### src/rtl/pc_seq_pkg.sv
// Shared op encodings for the fetch-stage PC sequencer.
package pc_seq_pkg;
    localparam int OP_W = 3;

    localparam logic [OP_W-1:0] OP_HOLD   = 3'd0;
    localparam logic [OP_W-1:0] OP_INC    = 3'd1;
    localparam logic [OP_W-1:0] OP_JUMP   = 3'd2;
    localparam logic [OP_W-1:0] OP_BRANCH = 3'd3;
    localparam logic [OP_W-1:0] OP_CALL   = 3'd4;
    localparam logic [OP_W-1:0] OP_RET    = 3'd5;
endpackage

### src/rtl/return_stack.sv
// Hardware LIFO of return addresses; push/pop commit at the clock edge, top is combinational.
// Latency: a pushed value is visible on top the next cycle. Push when full / pop when empty are ignored.
module return_stack #(
    parameter int unsigned WIDTH = 16,
    parameter int unsigned DEPTH = 8
) (
    input  logic                           clk,
    input  logic                           rst,
    input  logic                           push,
    input  logic                           pop,
    input  logic [WIDTH-1:0]               din,
    output logic [WIDTH-1:0]               top,
    output logic [$clog2(DEPTH+1)-1:0]     depth,
    output logic                           full,
    output logic                           empty
);
    localparam int DW = $clog2(DEPTH + 1);
    localparam int AW = $clog2(DEPTH);

    logic [WIDTH-1:0] mem_q [DEPTH];
    logic [DW-1:0]    depth_q, depth_d;
    logic [AW-1:0]    wr_idx, top_idx;

    assign full    = (depth_q == DW'(DEPTH));
    assign empty   = (depth_q == '0);
    assign wr_idx  = AW'(depth_q);
    assign top_idx = AW'(depth_q - DW'(1));
    assign top     = mem_q[top_idx];
    assign depth   = depth_q;

    always_comb begin
        depth_d = depth_q;
        if (push && !full) begin
            depth_d = depth_q + DW'(1);
        end else if (pop && !empty) begin
            depth_d = depth_q - DW'(1);
        end
    end

    // Only the occupancy is reset; entries above depth are never read.
    always_ff @(posedge clk) begin
        if (!rst) begin
            depth_q <= '0;
        end else begin
            depth_q <= depth_d;
        end
    end

    always_ff @(posedge clk) begin
        if (push && !full) begin
            mem_q[wr_idx] <= din;
        end
    end
endmodule

### src/rtl/pc_sequencer.sv
// Fetch-stage PC sequencer: step/jump/branch/call/return with sticky stack-fault flags.
// Latency: pc updates one cycle after the op is sampled; en=0 stalls everything except clr_err.
// Optional macro PC_SEQ_TRAP_EN redirects stack faults to TRAP_VECTOR and pulses trap.
module pc_sequencer
    import pc_seq_pkg::*;
#(
    parameter int unsigned      WIDTH        = 16,
    parameter int unsigned      STEP         = 1,
    parameter int unsigned      STACK_DEPTH  = 8,
    parameter logic [WIDTH-1:0] RESET_VECTOR = '0,
    parameter logic [WIDTH-1:0] TRAP_VECTOR  = WIDTH'(16'hFFF0)
) (
    input  logic                               clk,
    input  logic                               rst,
    input  logic                               en,
    input  logic [OP_W-1:0]                    op,
    input  logic                               cond,
    input  logic [WIDTH-1:0]                   target,
    input  logic                               clr_err,
    output logic [WIDTH-1:0]                   pc,
    output logic [$clog2(STACK_DEPTH+1)-1:0]   depth,
    output logic                               overflow,
    output logic                               underflow,
    output logic                               trap
);
`ifdef PC_SEQ_TRAP_EN
    localparam bit TRAP_EN = 1'b1;
`else
    localparam bit TRAP_EN = 1'b0;
`endif

    localparam logic [WIDTH-1:0] STEP_W = WIDTH'(STEP);

    logic [WIDTH-1:0] pc_q, pc_d;
    logic [WIDTH-1:0] seq_pc;
    logic             ovf_q, ovf_d, unf_q, unf_d;
    logic             ovf_set, unf_set;
    logic             push, pop;
    logic [WIDTH-1:0] stk_top;
    logic             stk_full, stk_empty;

    assign seq_pc = pc_q + STEP_W;

    return_stack #(
        .WIDTH (WIDTH),
        .DEPTH (STACK_DEPTH)
    ) u_stack (
        .clk   (clk),
        .rst   (rst),
        .push  (push),
        .pop   (pop),
        .din   (seq_pc),
        .top   (stk_top),
        .depth (depth),
        .full  (stk_full),
        .empty (stk_empty)
    );

    always_comb begin
        pc_d    = pc_q;
        push    = 1'b0;
        pop     = 1'b0;
        ovf_set = 1'b0;
        unf_set = 1'b0;
        if (en) begin
            case (op)
                OP_INC:    pc_d = seq_pc;
                OP_JUMP:   pc_d = target;
                // Two's-complement offset: a plain modular add gives signed behaviour.
                OP_BRANCH: pc_d = cond ? (pc_q + target) : seq_pc;
                OP_CALL: begin
                    if (!stk_full) begin
                        push = 1'b1;
                        pc_d = target;
                    end else begin
                        ovf_set = 1'b1;
                        pc_d    = TRAP_EN ? TRAP_VECTOR : target;
                    end
                end
                OP_RET: begin
                    if (!stk_empty) begin
                        pop  = 1'b1;
                        pc_d = stk_top;
                    end else begin
                        unf_set = 1'b1;
                        pc_d    = TRAP_EN ? TRAP_VECTOR : seq_pc;
                    end
                end
                default: pc_d = pc_q;
            endcase
        end
        // A fault in the same cycle as clr_err keeps the flag set.
        ovf_d = ovf_set | (ovf_q & ~clr_err);
        unf_d = unf_set | (unf_q & ~clr_err);
    end

    always_ff @(posedge clk) begin
        if (!rst) begin
            pc_q  <= RESET_VECTOR;
            ovf_q <= 1'b0;
            unf_q <= 1'b0;
        end else begin
            pc_q  <= pc_d;
            ovf_q <= ovf_d;
            unf_q <= unf_d;
        end
    end

    assign pc        = pc_q;
    assign overflow  = ovf_q;
    assign underflow = unf_q;

`ifdef PC_SEQ_TRAP_EN
    logic trap_q;
    always_ff @(posedge clk) begin
        if (!rst) begin
            trap_q <= 1'b0;
        end else begin
            trap_q <= ovf_set | unf_set;
        end
    end
    assign trap = trap_q;
`else
    assign trap = 1'b0;
`endif
endmodule

### config.mk
export PLATFORM = sky130hd
export DESIGN_NAME = pc_sequencer
export DESIGN_NICKNAME = d
export VERILOG_FILES = /design/src/rtl/pc_seq_pkg.sv /design/src/rtl/return_stack.sv /design/src/rtl/pc_sequencer.sv
export SDC_FILE = /design/constraint.sdc
export NUM_CORES = 1
export LEC_CHECK = 0
export CELL_PAD_IN_SITES_DETAIL_PLACEMENT = 0
export CELL_PAD_IN_SITES_GLOBAL_PLACEMENT = 1
export CORE_ASPECT_RATIO = 0.6
export CORE_MARGIN = 2
export CORE_UTILIZATION = 35
export DETAILED_ROUTE_END_ITERATION = 6
export PLACE_DENSITY = 0.63
export SLEW_MARGIN = 40
export SYNTH_ARGS = -nofsm -noshare
export SYNTH_HDL_FRONTEND = slang
export SYNTH_SLANG_ARGS = --single-unit
### constraint.sdc
create_clock -name clk -period 3.95 [get_ports clk]
set_input_delay 0.79 -clock clk [delete_from_list [all_inputs] [get_ports clk]]
set_output_delay 0.79 -clock clk [all_outputs]
set_load 0.03 [all_outputs]
==> results.py, run 1 <==
metrics = {
    "status": {
        "status": "complete, no violations",
    },
    "synthesis": {
        "synth_top_cell_by_area": "edfxtp_1",
        "synth.distinct_cells": 76,
        "postSynth.asyncResetShare_pct": 0,
        "ys_seq_area_share_pct": 58.9,
        "yosys.area.top_type_share_pct": 52.8,
        "yosys_warnings": 0,
        "synth-seq-cells": 150,
        "ys.flop_type": "edfxtp_1",
        "synthCells": 515,
        "synth_edf_count": 128,
        "synthTopCellsByArea": "edfxtp_1 (53%), mux4_2 (9.9%), dfxtp_1 (6.1%)",
        "synth_fp_nets": 558,
        "syn_avg_cell_area_um2": 14.1,
        "synth_area_mm2": 0.00727,
    },
    "sta": {
        "clock-skew-final_ns": 0.0120,
        "max_freq_mhz": 328,
        "setup_viol": 0,
        "tightest_slew_ns": 0.836,
        "tns_ns": 0,
        "slew_viol_final": 0,
        "hold_viol": 0,
        "max_slew_margin_pct": 43.9,
        "post-route-period-util_pct": 77.1,
        "hold_ws_ns": 0.486,
        "setup_slack_ns": 0.904,
        "rsz0062_at_grt": "no",
        "period_minus_slack_ns": 3.05,
    },
    "setup_path": {
        "end_kind": "flop",
        "arrival_ns": 3.36,
        "critPathKind": "input pin to flop",
        "crit_fanout": 5,
        "crit_path_start_kind": "input pin",
        "required_ns": 4.26,
    },
    "layout": {
        "drive_above_1_share_pct": 18.0,
        "diodes": 0,
        "stdcell_count": 861,
        "nFillCells": 1828,
        "area_delta_synth_final_pct": 20.8,
        "final_area_mm2": 0.00879,
        "nNetsFinal": 618,
    },
    "floorplan": {
        "die_x_um": 190,
        "io_pins": 47,
        "start_util_pct": 36.1,
        "num_rows": 40,
        "dieArea_mm2": 0.0220,
        "die_h_um": 116,
        "core-area_mm2": 0.0202,
    },
    "drt": {
        "vias_per_cell": 5.70,
        "wirelength_um": 19200,
        "drtAntennaViolNets": 0,
        "drcViolationCount": 0,
        "wl_per_cell_um": 22.3,
        "vias": 4909,
        "first_iter_violations": 594,
        "dr.pass1.iters": 5,
    },
    "power": {
        "leakage_uw": 0.00302,
        "peakVddDrop_mv": 0.304,
        "cellPowerDensity_mw_per_mm2": 469,
    },
    "global_route": {
        "first_global_vias": 4806,
        "grt_max_degree": 40,
        "antenna_found_initial": 0,
        "grt_use_total_pct": 18.2,
        "grt_pass1_wl_um": 28900,
        "overflow": 0,
    },
    "placed_design": {
        "post-dp-hpwl_um": 13300,
        "dpl.cell_count": 829,
        "place_ws_ns": 0.652,
        "place_area_mm2": 0.00809,
        "place_congestion": 0.870,
        "portBuffers": 45,
    },
    "clocking": {
        "clk_latency_ns": 0.42,
        "hold_buffers": 0,
        "cts_tree": "built",
        "clk_pin_slew_ns": 0.06,
        "cts.sinks": 150,
        "cts_setup_buffers": 0,
        "root_buffer": "clkbuf_16",
        "cts_made_buffers": 17,
        "post_cts_resized": 0,
        "ctsHtreeMaxLevel": 4,
        "clockBufferDepth": 2,
    },
    "hold_path": {
        "hp-class": "flop to flop",
    },
    "run": {
        "drv_cap": 0,
    },
}
-- cell usage after synthesis, types with 4 or more instances --
| library cell | count |
|---|---|
| edfxtp_1 | 128 |
| nor2_1 | 35 |
| mux4_2 | 32 |
| a21oi_1 | 26 |
| nand3_1 | 23 |
| dfxtp_1 | 22 |
| nand2_1 | 21 |
| ha_1 | 18 |
| o21ai_0 | 15 |
| inv_1 | 14 |
| mux2i_1 | 12 |
| buf_2 | 11 |
| xor2_1 | 11 |
| xnor2_1 | 10 |
| a221oi_1 | 8 |
| nor3_1 | 8 |
| o21ai_1 | 8 |
| a21o_1 | 5 |
| and3_1 | 5 |
| mux2_2 | 5 |
| nor4_1 | 5 |
| o21a_1 | 5 |
| a211oi_1 | 4 |
| a311oi_1 | 4 |
| buf_4 | 4 |
| clkbuf_1 | 4 |
| nand4_1 | 4 |
| o211ai_1 | 4 |
| o221ai_1 | 4 |
-- final timing paths --
| check | cells past startpoint | startpoint | to | slack, ns |
|---|---|---|---|---|
| max reg2reg | 7 | u_stack.depth[1]$_SDFFE_PN0P_ | u_stack.mem_q[3][11]$_DFFE_PP_ | 1.17 |
| min reg2reg | 2 | underflow$_SDFF_PN0_ | underflow$_SDFF_PN0_ | 0.49 |
| min | 2 | underflow$_SDFF_PN0_ | underflow$_SDFF_PN0_ | 0.49 |
| max | 8 | target[2] | pc[15]$_SDFFE_PN0P_ | 0.90 |
-- power breakdown --
part	internal [µW]	leakage (µW)	switching (µW)	total, µW
Sequential	1750	0.00136	30.6	1780
Combinational	182	0.00133	276	458
Clock	1240	0.000330	639	1880
Total	3170	0.00302	946	4120
-- state kept, by name (all words and copies together), names as in the netlist --
signal	cells
u_stack.mem_q	128
pc	16
u_stack.depth	4
overflow	1
underflow	1
-- layer usage --
metal	vias up	global-route usage, %	wire, µm
li1	2175	-	-
met2	182	25.4	7970
met5	-	0	0
met3	16	4.03	1350
met4	0	4.70	153
met1	2536	28.5	9710
-- metrics by stage --
step | total power (µW) | util [%]
after floorplan | 2110 | -
after detailed placement | 2270 | 40.1
after global placement | 2260 | 40.1
after CTS | 4150 | 43.5
after global routing | 4270 | 43.6
final | 4120 | 43.6
-- logic make-up after synthesis --
logic type / after synthesis / synth area share [%]
AO/OA/AOI/OAI: 114 / 11.2
XOR/XNOR: 22 / 2.75
adder cells (fa/ha/maj): 19 / 3.37
buffers and inverters: 37 / 2.91
flip-flops: 150 / 58.9
multiplexers: 49 / 12.3
other: 1 / 0.0516
AND/OR/NAND/NOR: 123 / 8.53
-- layout make-up --
cell class	instances	area, µm²	area share (%)
sequential	150	4290	48.8
multi-input combinational	328	2800	31.9
timing repair buffer	63	611	6.95
clock buffer	21	470	5.35
tap	273	342	3.89
clock inverter	11	218	2.48
inverter	15	56.3	0.641
-- layout by cell type (no fill, tap or decap), drive strengths merged, types with 21 or more instances in the layout --
master / instances
nand2: 21
o21ai: 23
clkbuf: 21
mux4: 32
dfxtp: 22
nand3: 23
clkdlybuf4s50: 45
edfxtp: 128
a21oi: 27
nor2: 36
-- critical path, cell delays in order --
cell	delay, ns
clkdlybuf4s50_1	0.44
ha_1	0.38
o21ai_0	0.15
o21ai_1	0.55
nand3_1	0.23
a311oi_1	0.42
nor2_1	0.07
o41ai_1	0.32
Note: power is estimated with default switching activity, not from simulation.
==> run 2: changes to the inputs <==
Clock period 3.95 ns to 3.17 ns, I/O delays scaled along.
==> run 2 against run 1 <==
Hold slack worse by 0.0018 ns; largest cell class unchanged; first-iteration DRC count is 6.2% lower; die area unchanged; register-to-register slack got worse by 0.51 ns; critical path depth unchanged; clock-buffer cell count is 4 lower; final cell count rose by 2.1%; wire length rose by 0.47%; combinational power up 29%; sequential cell count unchanged; clock skew down 0.0024 ns; global-route usage is 0.14 points higher; highest routed layer unchanged.
==> results.py, run 2 (same netlist as run 1, synthesis figures left out) <==
metrics = {
    "sta": {
        "slew_viol_final": 0,
        "tns_ns": 0,
        "clock-skew-final_ns": 0.00956,
        "setup_viol": 0,
        "period_minus_slack_ns": 2.74,
        "hold_viol": 0,
        "tightest_slew_ns": 0.798,
        "rsz0062_at_grt": "no",
        "hold_ws_ns": 0.485,
        "max_slew_margin_pct": 46.8,
        "post-route-period-util_pct": 86.4,
        "setup_slack_ns": 0.431,
        "max_freq_mhz": 365,
    },
    "drt": {
        "wl_per_cell_um": 21.9,
        "highest_layer": "met4",
        "drcViolationCount": 0,
        "first_iter_violations": 557,
        "vias_per_cell": 5.56,
        "dr_wl_met2_um": 8060,
        "dr.pass1.iters": 5,
        "wl_met1_um": 9590,
        "wl_met3_um": 1430,
        "vias": 4889,
        "wirelength_um": 19300,
        "drtAntennaViolNets": 0,
    },
    "setup_path": {
        "slowest_delay_ns": 0.47,
        "crit_path_start_kind": "input pin",
        "crit_fanout": 5,
        "slowest_stage": "o21ai_1",
        "crit_buf_inv": 1,
        "arrival_ns": 3.06,
        "critPathKind": "input pin to flop",
        "required_ns": 3.49,
        "crit_family": "compound AO/OA/AOI/OAI gates",
        "path_cells": "clkdlybuf4s50_1 > ha_1 > o21ai_0 > o21ai_1 > nand3_1 > a311oi_1 > nor2_1 > o41ai_1",
        "cp-startpoint": "target[2]",
        "r2r_start": "pc[2]$_SDFFE_PN0P_",
        "end_kind": "flop",
    },
    "layout": {
        "diodes": 0,
        "layout_commonest_cell": "edfxtp_1",
        "layout_common_cells": "edfxtp_1 (128), clkdlybuf4s50_1 (45), nor2_1 (34)",
        "largest_register_ffs": 128,
        "area_delta_synth_final_pct": 21.9,
        "drive_above_1_share_pct": 20.1,
        "nFillCells": 1772,
        "nNetsFinal": 636,
        "top_register": "u_stack.mem_q",
        "final_area_mm2": 0.00887,
    },
    "clocking": {
        "cts.sinks": 150,
        "ctsHtreeMaxLevel": 4,
        "cts_setup_buffers": 0,
        "hold_buffers": 0,
        "post_cts_resized": 0,
        "root_buffer": "clkbuf_16",
        "clk_pin_slew_ns": 0.06,
        "clockBufferDepth": 2,
        "clk_latency_ns": 0.43,
        "cts_tree": "built",
        "cts_made_buffers": 17,
    },
    "floorplan": {
        "die_x_um": 190,
        "num_rows": 40,
        "die_h_um": 116,
        "core-area_mm2": 0.0202,
        "start_util_pct": 36.1,
        "io_pins": 47,
        "dieArea_mm2": 0.0220,
    },
    "power": {
        "internal_power_uw": 3510,
        "p_clk_share_pct": 40.6,
        "switchingPower_uw": 1220,
        "p_seq_share_pct": 46.9,
        "pwr-share-comb_pct": 12.5,
        "swShare_pct": 25.8,
        "cellPowerDensity_mw_per_mm2": 533,
        "leakage_uw": 0.00306,
        "power_uw": 4730,
        "peakVddDrop_mv": 0.444,
    },
    "run": {
        "drv_cap": 0,
    },
    "global_route": {
        "first_global_vias": 4922,
        "grt_max_degree": 30,
        "grt_use_total_pct": 18.4,
        "overflow": 0,
        "grt_pass1_wl_um": 29200,
        "antenna_found_initial": 0,
    },
    "placed_design": {
        "post-dp-hpwl_um": 13300,
        "portBuffers": 45,
        "place_congestion": 0.952,
        "place_ws_ns": 0.0874,
        "place_area_mm2": 0.00831,
    },
    "hold_path": {
        "min_from": "underflow$_SDFF_PN0_",
        "hp-class": "flop to flop",
    },
    "status": {
        "status": "complete, no violations",
    },
}
run 2: cell count changes in the layout (fill, tap and decap cells not counted), sizes merged:
cell | previous run | this run
buf | 18 | 36
bufinv | 6 | 1
clkbuf | 21 | 17
clkinv | 2 | 10
clkinvlp | 2 | 3
run 2: tightest hold or removal path, stage by stage (launching register included):
cell,delay [ns]
dfxtp_1,0.33
a32oi_1,0.05
nor2_1,0.07
run 2: metal layers:
layer / up-vias / global-route usage [%]
met5: - / 0
met4: 0 / 5.68
met3: 18 / 4.63
met2: 191 / 26.1
met1: 2457 / 27.5
li1: 2223 / -
run 2: worst paths after layout:
check	cells past startpoint	slack, ns	endpoint
hold / removal	2	0.48	underflow$_SDFF_PN0_
setup / recovery	8	0.43	pc[15]$_SDFFE_PN0P_
setup reg to reg	8	0.66	pc[15]$_SDFFE_PN0P_
hold reg to reg	2	0.48	underflow$_SDFF_PN0_
run 2: area by class of cell:
class	instances	area, µm²	share of cell area (%)
multi-input cells	328	2800	31.5
well taps	273	342	3.85
repair buffers	81	833	9.39
flip-flops and latches	150	4290	48.3
clock inverters	15	131	1.48
inverters	15	56.3	0.635
clock buffers	17	425	4.80
run 2: power groups by stage:
stage	clock (µW)	combinational, µW	sequential, µW
detailed placement	0	586	2260
finish	1920	592	2220
global placement	0	580	2260
CTS	1970	589	2220
floorplan	0	337	2290
global route	2040	641	2220
run 2: stage by stage:
stage	util, %	cells
detailed placement	41.2	847
CTS	44.0	879
global placement	41.2	847
finish	44.0	879
floorplan	-	515
global route	44.0	879
==> run 3: changes to the inputs <==
Settings changed: SLEW_MARGIN 40 to not set.
==> results of run 3 <==
No change in the layout: final DEF, timing and power equal those of run 2.
